## config.mk

```make
export PLATFORM = sky130hd
export DESIGN_NAME = hub75_bcm_driver
export DESIGN_NICKNAME = d
export VERILOG_FILES = /design/src/rtl/hub75_pkg.sv /design/src/rtl/hub75_bcm_timer.sv /design/src/rtl/hub75_bcm_driver.sv
export SDC_FILE = /design/constraint.sdc
export NUM_CORES = 1
export LEC_CHECK = 0
export BUFFER_PORTS_ARGS = -buffer_cell sky130_fd_sc_hd__clkbuf_2
export CORE_UTILIZATION = 29
export DETAILED_ROUTE_END_ITERATION = 7
export GPL_ROUTABILITY_DRIVEN = 0
export SYNTH_ARGS = -nofsm -noshare
export SYNTH_HDL_FRONTEND = slang
export SYNTH_SLANG_ARGS = --single-unit
```

## constraint.sdc

```tcl
create_clock -name clk -period 5.4 [get_ports clk]
set_input_delay 0.54 -clock clk [delete_from_list [all_inputs] [get_ports clk]]
set_output_delay 0.54 -clock clk [all_outputs]
set_load 0.1 [all_outputs]
```

## src/rtl/hub75_pkg.sv

```systemverilog
// Shared types and helpers for the HUB75 binary-coded-modulation scanner.
package hub75_pkg;

  typedef enum logic [2:0] {
    ST_IDLE,
    ST_SHIFT,
    ST_BLANK,
    ST_LATCH,
    ST_DISPLAY
  } state_e;

  // Column period phases: framebuffer read issued, then read data captured.
  localparam int PH_READ    = 0;
  localparam int PH_CAPTURE = 1;

  // Pixels are packed {R,G,B}, each channel 'bits' wide, zero-padded to 24 bits.
  function automatic int field_off(input int bits, input int chan);
    return (2 - chan) * bits;
  endfunction

  function automatic logic [2:0] rgb_bits(input logic [23:0] px, input int bits,
                                          input int plane);
    return {px[field_off(bits, 0) + plane],
            px[field_off(bits, 1) + plane],
            px[field_off(bits, 2) + plane]};
  endfunction

endpackage

```

## src/rtl/hub75_bcm_timer.sv

```systemverilog
// Display-period timer: loads plane length and on-time at DISPLAY entry,
// then counts both down, driving the panel nOE directly from a flop.
module hub75_bcm_timer #(
  parameter int BITS      = 8,
  parameter int BASE_TIME = 32,
  parameter int PL_W      = 3
) (
  input  logic            clk,
  input  logic            rst,
  input  logic            load_i,
  input  logic [PL_W-1:0] plane_i,
  input  logic [7:0]      brightness_i,
  output logic            noe_o,
  output logic            done_o
);
  import hub75_pkg::*;

  localparam int CNT_W  = $clog2(BASE_TIME) + BITS;
  localparam int PROD_W = CNT_W + 9;

  logic [CNT_W-1:0]  period;
  logic [8:0]        bri_p1;
  logic [PROD_W-1:0] prod;
  logic [CNT_W-1:0]  on_val;
  logic [CNT_W-1:0]  cnt_q, on_q;
  logic              noe_q;

  assign period = CNT_W'(BASE_TIME) << plane_i;
  assign bri_p1 = {1'b0, brightness_i} + 9'd1;
  assign prod   = PROD_W'(period) * PROD_W'(bri_p1);
  assign on_val = CNT_W'(prod >> 8);

  always_ff @(posedge clk) begin
    if (rst) begin
      cnt_q <= '0;
      on_q  <= '0;
      noe_q <= 1'b1;
    end else if (load_i) begin
      cnt_q <= period;
      on_q  <= on_val;
      noe_q <= (on_val == '0);
    end else if (cnt_q != '0) begin
      cnt_q <= cnt_q - CNT_W'(1);
      on_q  <= (on_q != '0) ? on_q - CNT_W'(1) : '0;
      // Blank after the on-time runs out, and always once the period ends.
      noe_q <= (cnt_q == CNT_W'(1)) || (on_q <= CNT_W'(1));
    end
  end

  assign noe_o  = noe_q;
  assign done_o = (cnt_q == CNT_W'(1));

endmodule

```

## src/rtl/hub75_bcm_driver.sv

```systemverilog
// HUB75 panel scanner: shifts one bit-plane per row, latches it, then shows it
// for BASE_TIME<<plane cycles scaled by brightness. All pin outputs are flops.
module hub75_bcm_driver #(
  parameter int COLS      = 64,
  parameter int ROWS      = 64,
  parameter int BITS      = 8,
  parameter int CLK_DIV   = 2,
  parameter int BASE_TIME = 32,
  parameter int COL_W     = $clog2(COLS),
  parameter int ROW_W     = $clog2(ROWS/2)
) (
  input  logic                   clk,
  input  logic                   rst,
  input  logic                   en,
  input  logic [7:0]             brightness,
  output logic                   rd_en,
  output logic [ROW_W+COL_W-1:0] rd_addr,
  input  logic [3*BITS-1:0]      rd_data_top,
  input  logic [3*BITS-1:0]      rd_data_bot,
  output logic [2:0]             to_screen_RGB0,
  output logic [2:0]             to_screen_RGB1,
  output logic                   to_screen_CLK,
  output logic [ROW_W-1:0]       to_screen_ABCDE,
  output logic                   to_screen_LATCH,
  output logic                   to_screen_nOE,
  output logic                   frame_start
);
  import hub75_pkg::*;

  localparam int PH_W = $clog2(2*CLK_DIV);
  localparam int PL_W = (BITS > 1) ? $clog2(BITS) : 1;
  localparam logic [PH_W-1:0]  PH_LAST  = PH_W'(2*CLK_DIV - 1);
  localparam logic [PH_W-1:0]  PH_HI    = PH_W'(CLK_DIV);
  localparam logic [COL_W-1:0] COL_LAST = COL_W'(COLS - 1);
  localparam logic [ROW_W-1:0] ROW_LAST = ROW_W'(ROWS/2 - 1);
  localparam logic [PL_W-1:0]  PL_LAST  = PL_W'(BITS - 1);

  state_e                   state_q, state_d;
  logic [PH_W-1:0]          ph_q, ph_d;
  logic [COL_W-1:0]         col_q, col_d;
  logic [ROW_W-1:0]         row_q, row_d;
  logic [PL_W-1:0]          plane_q, plane_d;
  logic                     fs_q, fs_d;
  logic                     rd_en_q, rd_en_d;
  logic [ROW_W+COL_W-1:0]   rd_addr_q, rd_addr_d;
  logic                     sclk_q, sclk_d;
  logic                     latch_q, latch_d;
  logic [ROW_W-1:0]         abcde_q, abcde_d;
  logic [2:0]               rgb0_q, rgb0_d, rgb1_q, rgb1_d;
  logic                     tmr_noe, tmr_done;

  hub75_bcm_timer #(
    .BITS      (BITS),
    .BASE_TIME (BASE_TIME),
    .PL_W      (PL_W)
  ) u_timer (
    .clk          (clk),
    .rst          (rst),
    .load_i       (state_q == ST_LATCH),
    .plane_i      (plane_q),
    .brightness_i (brightness),
    .noe_o        (tmr_noe),
    .done_o       (tmr_done)
  );

  always_comb begin
    state_d = state_q;
    ph_d    = ph_q;
    col_d   = col_q;
    row_d   = row_q;
    plane_d = plane_q;
    fs_d    = 1'b0;
    case (state_q)
      ST_IDLE: begin
        if (en) begin
          state_d = ST_SHIFT;
          ph_d    = '0;
          col_d   = '0;
          row_d   = '0;
          plane_d = '0;
          fs_d    = 1'b1;
        end
      end
      ST_SHIFT: begin
        if (ph_q == PH_LAST) begin
          ph_d = '0;
          if (col_q == COL_LAST) begin
            col_d   = '0;
            state_d = ST_BLANK;
          end else begin
            col_d = col_q + COL_W'(1);
          end
        end else begin
          ph_d = ph_q + PH_W'(1);
        end
      end
      ST_BLANK: state_d = ST_LATCH;
      ST_LATCH: state_d = ST_DISPLAY;
      ST_DISPLAY: begin
        // en is only honoured here so a plane is never cut short.
        if (tmr_done) begin
          if (!en) begin
            state_d = ST_IDLE;
          end else begin
            state_d = ST_SHIFT;
            ph_d    = '0;
            col_d   = '0;
            if (plane_q == PL_LAST) begin
              plane_d = '0;
              row_d   = (row_q == ROW_LAST) ? '0 : row_q + ROW_W'(1);
              fs_d    = (row_q == ROW_LAST);
            end else begin
              plane_d = plane_q + PL_W'(1);
            end
          end
        end
      end
      default: state_d = ST_IDLE;
    endcase
  end

  // Pin values are derived from the next state so they line up with state_q.
  always_comb begin
    rd_en_d   = (state_d == ST_SHIFT) && (ph_d == PH_W'(PH_READ));
    rd_addr_d = rd_en_d ? {row_d, col_d} : rd_addr_q;
    sclk_d    = (state_d == ST_SHIFT) && (ph_d >= PH_HI);
    latch_d   = (state_d == ST_LATCH);
    abcde_d   = latch_d ? row_q : abcde_q;
    rgb0_d    = rgb0_q;
    rgb1_d    = rgb1_q;
    if (state_q == ST_SHIFT && ph_q == PH_W'(PH_CAPTURE)) begin
      rgb0_d = rgb_bits(24'(rd_data_top), BITS, int'(plane_q));
      rgb1_d = rgb_bits(24'(rd_data_bot), BITS, int'(plane_q));
    end
  end

  always_ff @(posedge clk) begin
    if (rst) begin
      state_q   <= ST_IDLE;
      ph_q      <= '0;
      col_q     <= '0;
      row_q     <= '0;
      plane_q   <= '0;
      fs_q      <= 1'b0;
      rd_en_q   <= 1'b0;
      rd_addr_q <= '0;
      sclk_q    <= 1'b0;
      latch_q   <= 1'b0;
      abcde_q   <= '0;
      rgb0_q    <= '0;
      rgb1_q    <= '0;
    end else begin
      state_q   <= state_d;
      ph_q      <= ph_d;
      col_q     <= col_d;
      row_q     <= row_d;
      plane_q   <= plane_d;
      fs_q      <= fs_d;
      rd_en_q   <= rd_en_d;
      rd_addr_q <= rd_addr_d;
      sclk_q    <= sclk_d;
      latch_q   <= latch_d;
      abcde_q   <= abcde_d;
      rgb0_q    <= rgb0_d;
      rgb1_q    <= rgb1_d;
    end
  end

  assign rd_en           = rd_en_q;
  assign rd_addr         = rd_addr_q;
  assign to_screen_RGB0  = rgb0_q;
  assign to_screen_RGB1  = rgb1_q;
  assign to_screen_CLK   = sclk_q;
  assign to_screen_ABCDE = abcde_q;
  assign to_screen_LATCH = latch_q;
  assign to_screen_nOE   = tmr_noe;
  assign frame_start     = fs_q;

endmodule

```

Word-level counts from Yosys, hierarchy flattened --
Index checks and enable logic that the tools add are counted.
Operators by class: add/subtract/negate cells 9, multipliers 1, $lt $le $gt $ge 5, equal/unequal tests 15, shift-type cells 1, muxes and demuxes 54, reductions and logical operators 12
Operator list (count):
- 13-bit two-way mux | 5
- 13-bit nonzero test | 2
- 13-bit by 1-bit subtractor with 13-bit output (second input constant) | 2
- 5-bit two-way mux | 5
- 3-bit two-way mux | 8
- 6-bit two-way mux | 4
- 13-bit by 9-bit multiplier with 21-bit output | 1
- 1-bit binary-select mux with 5-bit select | 4
- 6-bit case mux with 3 select lines | 1
- 1-bit two-way mux | 17
- 3-bit case mux with 5 select lines | 1
- 13-bit by 1-bit == test with 1-bit output (second input constant) | 1
- 13-bit by 1-bit <= comparator with 1-bit output (second input constant) | 1
- 13-bit zero test | 1
- 6-bit by 3-bit << shifter with 13-bit output (first input constant) | 1
- 5-bit case mux with 2 select lines | 1
- 8-bit by 1-bit adder with 9-bit output (second input constant) | 1
- 3-bit by 2-bit == test with 1-bit output (second input constant) | 3
- 5-bit by 3-bit adder with 6-bit output (first input constant) | 1
- 6-bit by 1-bit adder with 6-bit output (second input constant) | 1
- 1-bit binary-select mux with 3-bit select | 2
- 3-bit by 1-bit == test with 1-bit output (second input constant) | 2
- 3-bit == test (second input constant) | 2
- 6-bit == test (second input constant) | 1
- 22 further kinds | 29
Storage, ports and cells: register bits after elaboration 72, bits of input ports 59, output and inout bits 27, word-level logic and storage cells 113

Depth between registers and ports, before layout --
word-level depth 6, gate-level depth with buffers 23

By module --
From an unflattened synthesis, not the netlist that was laid out.
Second synthesis, totals: cell total of the unflattened synthesis 732, area, all modules 6329.8 um^2
Modules (own cells, without submodules):
- hub75_bcm_timer | instances 1, cells each 482, area each 3927.5 um^2, seq. area each 540.5 um^2
- hub75_bcm_driver | instances 1, cells each 250, area each 2402.3 um^2, seq. area each 900.9 um^2

Least setup slack after synthesis --
Ideal clock, no wire load.
path kind register -> register, start point reg plane_q[0], end point reg u_timer.noe_q (netlist: u_timer.noe_o), setup time 0.058 ns, arrival 5.493 ns, path slack -0.151 ns, stages on the path, launching flop included 22, cell sequence dfxtp_1 > clkbuf_1 > buf_1 > inv_1 > ha_1 > nor2b_1 > nand2b_1 > fa_1 > fa_1 > inv_1 > fa_1 > inv_1 > fa_1 > inv_1 > ha_1 > nand3_1 > o22ai_1 > or4_1 > nand3_1 > nand3_1 > nor4b_1 > a31o_2
Between the ends: word-level cells in the longest chain between the ends 4
RTL lines:
- from (decl) | line hub75_bcm_driver.sv:42 | logic [PL_W-1:0] plane_q, plane_d;
- from (signal assigned) | line hub75_bcm_driver.sv:157 | plane_q <= plane_d;
- 6-bit by 3-bit << shifter with 13-bit output | line hub75_bcm_timer.sv:28 | assign period = CNT_W'(BASE_TIME) << plane_i;
- 13-bit by 9-bit multiplier with 21-bit output | line hub75_bcm_timer.sv:30 | assign prod = PROD_W'(period) * PROD_W'(bri_p1);
- 13-bit zero test | line hub75_bcm_timer.sv:41 | noe_q <= (on_val == '0);
- 1-bit two-way mux | line hub75_bcm_timer.sv:38 | end else if (load_i) begin
- to (signal assigned) | line hub75_bcm_timer.sv:41
- to (signal assigned) | line hub75_bcm_timer.sv:46 | noe_q <= (cnt_q == CNT_W'(1)) || (on_q <= CNT_W'(1));
- to (decl) | line hub75_bcm_timer.sv:26 | logic noe_q;
Every way passes these cells. A chain may end at the register's enable or synchronous reset.

Final worst setup path --
start point reg plane_q[1], end point reg u_timer.noe_q (netlist: u_timer.noe_o)
The elaborated chain is that of the path after synthesis.

==> results.toml <==
[timing]
rsz0062_at_grt = "no"
fin_setup_tns_ns = 0
finalHoldViolations = 0
whs_ns = 0.4984
finalSetupViolCount = 0
fin_crit_sh_pct = 94.04
max_freq_mhz = 196.9
period_needed_ns = 5.078
timing_max_transition_violations_final = 0
max_slew.worst_pin.slew_ns = 0.9056
worst_slack_ns = 0.3220
finClkSkew_ns = 0.007129
slew_headroom_pct = 39.26

[status]
status = "finished, final reports clean"

[pwr]
p_per_area_mw_per_mm2 = 266.4
power_leakage_nw = 3.513
ir_worst_vdd_mv = 0.1714

[finish]
fin_cells = 1128
drive_above_1_share_pct = 22.51
layout.nets = 998
syn2layout_area_growth_pct = 21.20
fillers = 2197
fin_util_pct = 36.07
antenna_cells = 0

[global_routing]
track_usage_pct = 13.94
grt_pass1_vias = 5283
use_met3_pct = 2.378
antenna_found_initial = 0
grt_util_met2_pct = 23.66
top_usage_layer = "met2"
grt_start_max_net_pins = 44
grt_pass1_wl_um = 25210
grt-ovfl-total = 0
use_met1_pct = 18.18

[clock_tree]
root_buffer = "clkbuf_16"
cts_tree = "done"
ctsLongestPathBuffers = 2
h-tree-depth = 3
cts_hold_buf = 0
numCtsBuffers = 9
clk_latency_ns = 0.34
clock_sinks = 72
path_clk_slew_ns = 0.06

[worst_setup_path]
reg2reg_from = "plane_q[1]$_SDFFE_PP0P_"
worstReg2RegEnd = "u_timer.noe_o$_SDFFE_PP1P_"
worstSetupStartpointType = "flop"
crit_end = "u_timer.noe_o$_SDFFE_PP1P_"
r2r_cells = 19
startpoint = "plane_q[1]$_SDFFE_PP0P_"
required_ns = 5.68
cp-end-kind = "flop"
critical_path_class = "reg2reg"
arrival_ns = 5.36
worstPathMaxFanout = 6
rrSetupSlack_ns = 0.32

[run]
max_cap_viol_count = 0

[synthesis]
syn_nets = 887
synthesis.area_sq_mm = 0.006316
yosysUniqueCellTypes = 59
synth_edf_count = 0
synth_flop_cell = "dfxtp_1"
avgSynthCellArea_sq_um = 8.570
synth_top_area_share_pct = 22.82
synth_mux_area_share_pct = 7.726
synthSimpleGateAreaFrac_pct = 22.64
ys_ff_latch = 72
synth-xor-area-share_pct = 4.299
synthAdderAreaFrac_pct = 23.02
yosysWarnings = 0
netlist_top_cells_area = "dfxtp_1 (23%), fa_1 (13%), ha_1 (9.7%), nor2_1 (5.6%), inv_1 (4.6%)"
ys_seq_area_share_pct = 22.82
synth_compound_gate_area_share_pct = 12.26
synth_top_family_by_area = "adder cells"
syn_inst = 737
yosysMostFrequentCell = "nor2_1"
synth_top_area_cell = "dfxtp_1"
synth_commonest_cells = "nor2_1 (94), inv_1 (78), dfxtp_1 (72)"
async_reset_ff_share_pct = 0

[route]
routed_wl_um = 15060
via_count = 5459
vias_per_cell = 4.840
antenna_left = 0
first_iter_violations = 252
wire_per_inst_um = 13.35
drc = 0
dr.pass1.iters = 5

[floorplanning]
num_rows = 53
fp.dieW_um = 149.6
die-area_sq_mm = 0.02237
start_util_pct = 29.76
coreArea_sq_mm = 0.02122
die_y_um = 149.6
ios = 86

[place]
dp_hpwl_um = 12020
dp_cells = 1112
pre_cts_slack_ns = -0.05075
portBuffers = 85

[min_path]
worstHoldPathCells = 2
min_path_type = "reg2reg"
## how the worst min path moves through the flow
stage,startpoint,endpoint,slack (ns)
final,to_screen_RGB0[1]$_SDFFE_PP0P_,to_screen_RGB0[1]$_SDFFE_PP0P_,0.50
after global routing,to_screen_RGB0[0]$_SDFFE_PP0P_,to_screen_RGB0[0]$_SDFFE_PP0P_,0.52
after CTS,to_screen_RGB0[1]$_SDFFE_PP0P_,to_screen_RGB0[1]$_SDFFE_PP0P_,0.50
after detailed placement,to_screen_ABCDE[4]$_SDFFE_PP0P_,to_screen_ABCDE[4]$_SDFFE_PP0P_,0.49
after global placement,to_screen_RGB0[2]$_SDFFE_PP0P_,to_screen_RGB0[2]$_SDFFE_PP0P_,0.48
after floorplan,u_timer.cnt_q[12]$_SDFFE_PP0P_,u_timer.cnt_q[12]$_SDFFE_PP0P_,0.47
## critical path, cell delays in order, from the launching register on
cell	delay [ns]
dfxtp_1	0.38
inv_1	0.14
ha_2	0.24
nand2_2	0.11
or2_2	0.33
fa_1	0.48
fa_1	0.49
inv_1	0.05
fa_1	0.52
inv_1	0.05
fa_1	0.53
inv_1	0.04
ha_1	0.33
nand3_1	0.08
o22ai_1	0.10
or4_1	0.50
nand3_1	0.10
nand3_1	0.08
nor4b_1	0.27
a31o_2	0.19
## layout make-up
cell class / instances / area (sq um) / share of cell area, %
Sequential cell: 72 / 1441 / 18.83
Inverter: 79 / 296.5 / 3.874
Clock inverter: 6 / 115.1 / 1.504
Clock buffer: 10 / 229.0 / 2.991
Multi-Input combinational cell: 556 / 4466 / 58.34
Tap cell: 275 / 344.1 / 4.495
Timing Repair Buffer: 130 / 763.2 / 9.971
## where the power goes
| part | internal [mW] | switching [mW] |
|---|---|---|
| registers | 0.596 | 0.0667 |
| logic | 0.280 | 0.400 |
| clock network | 0.455 | 0.242 |
| total | 1.33 | 0.709 |
## stage by stage
stage	instance area [sq um]	total power, mW
floorplan	6317	1.205
global placement	7263	1.344
detailed placement	7263	1.347
CTS	7607	2.051
global route	7655	2.174
finish	7655	2.039
## cells by family after synthesis
logic type / after synthesis
flops: 72
mux: 30
buf+inv: 109
compound gates: 113
xor+xnor: 31
simple gates: 291
fa+ha+maj: 91
## state kept, by name, summed over array words and instances, names as in the netlist
name / flops
to_screen_RGB1: 3
frame_start: 1
to_screen_ABCDE: 5
to_screen_LATCH: 1
to_screen_RGB0: 3
rd_addr: 11
state_q: 3
ph_q: 2
to_screen_CLK: 1
row_q: 5
u_timer.noe_o: 1
plane_q: 3
rd_en: 1
col_q: 6
u_timer.cnt_q: 13
u_timer.on_q: 13
## cells in the final DEF, fill, tap and decap left out, drive strengths merged, types with 4 or more instances in the layout
| cell | Yosys | routed |
|---|---|---|
| a211oi | 12 | 12 |
| a21o | 5 | 5 |
| a21oi | 22 | 22 |
| a22o | 5 | 5 |
| a311oi | 14 | 14 |
| a31oi | 5 | 5 |
| and3 | 7 | 7 |
| buf | 12 | 45 |
| clkbuf | 17 | 95 |
| dfxtp | 72 | 72 |
| fa | 42 | 42 |
| ha | 49 | 49 |
| inv | 78 | 80 |
| mux2 | 12 | 12 |
| mux2i | 6 | 6 |
| mux4 | 12 | 12 |
| nand2 | 57 | 57 |
| nand2b | 12 | 12 |
| nand3 | 27 | 27 |
| nand4 | 4 | 4 |
| nor2 | 94 | 94 |
| nor2b | 17 | 17 |
| nor3 | 24 | 24 |
| nor4 | 12 | 12 |
| o21a | 4 | 4 |
| o21ai | 21 | 21 |
| o21bai | 4 | 4 |
| or2 | 9 | 9 |
| or3 | 4 | 4 |
| or4 | 7 | 7 |
| xnor2 | 17 | 17 |
| xor2 | 14 | 14 |
## per-layer routing
metal,vias to the layer above,share of wire [%]
met1,2543,46
li1,2776,-
met2,123,49
met4,0,1.4
met5,-,0
met3,17,3.6
## repair_timing
item	CTS	global route
buffers inserted	0	0
resized for setup	0	13
endpoints found under the setup margin	0	5
Note: power is estimated with default switching activity, not from simulation.
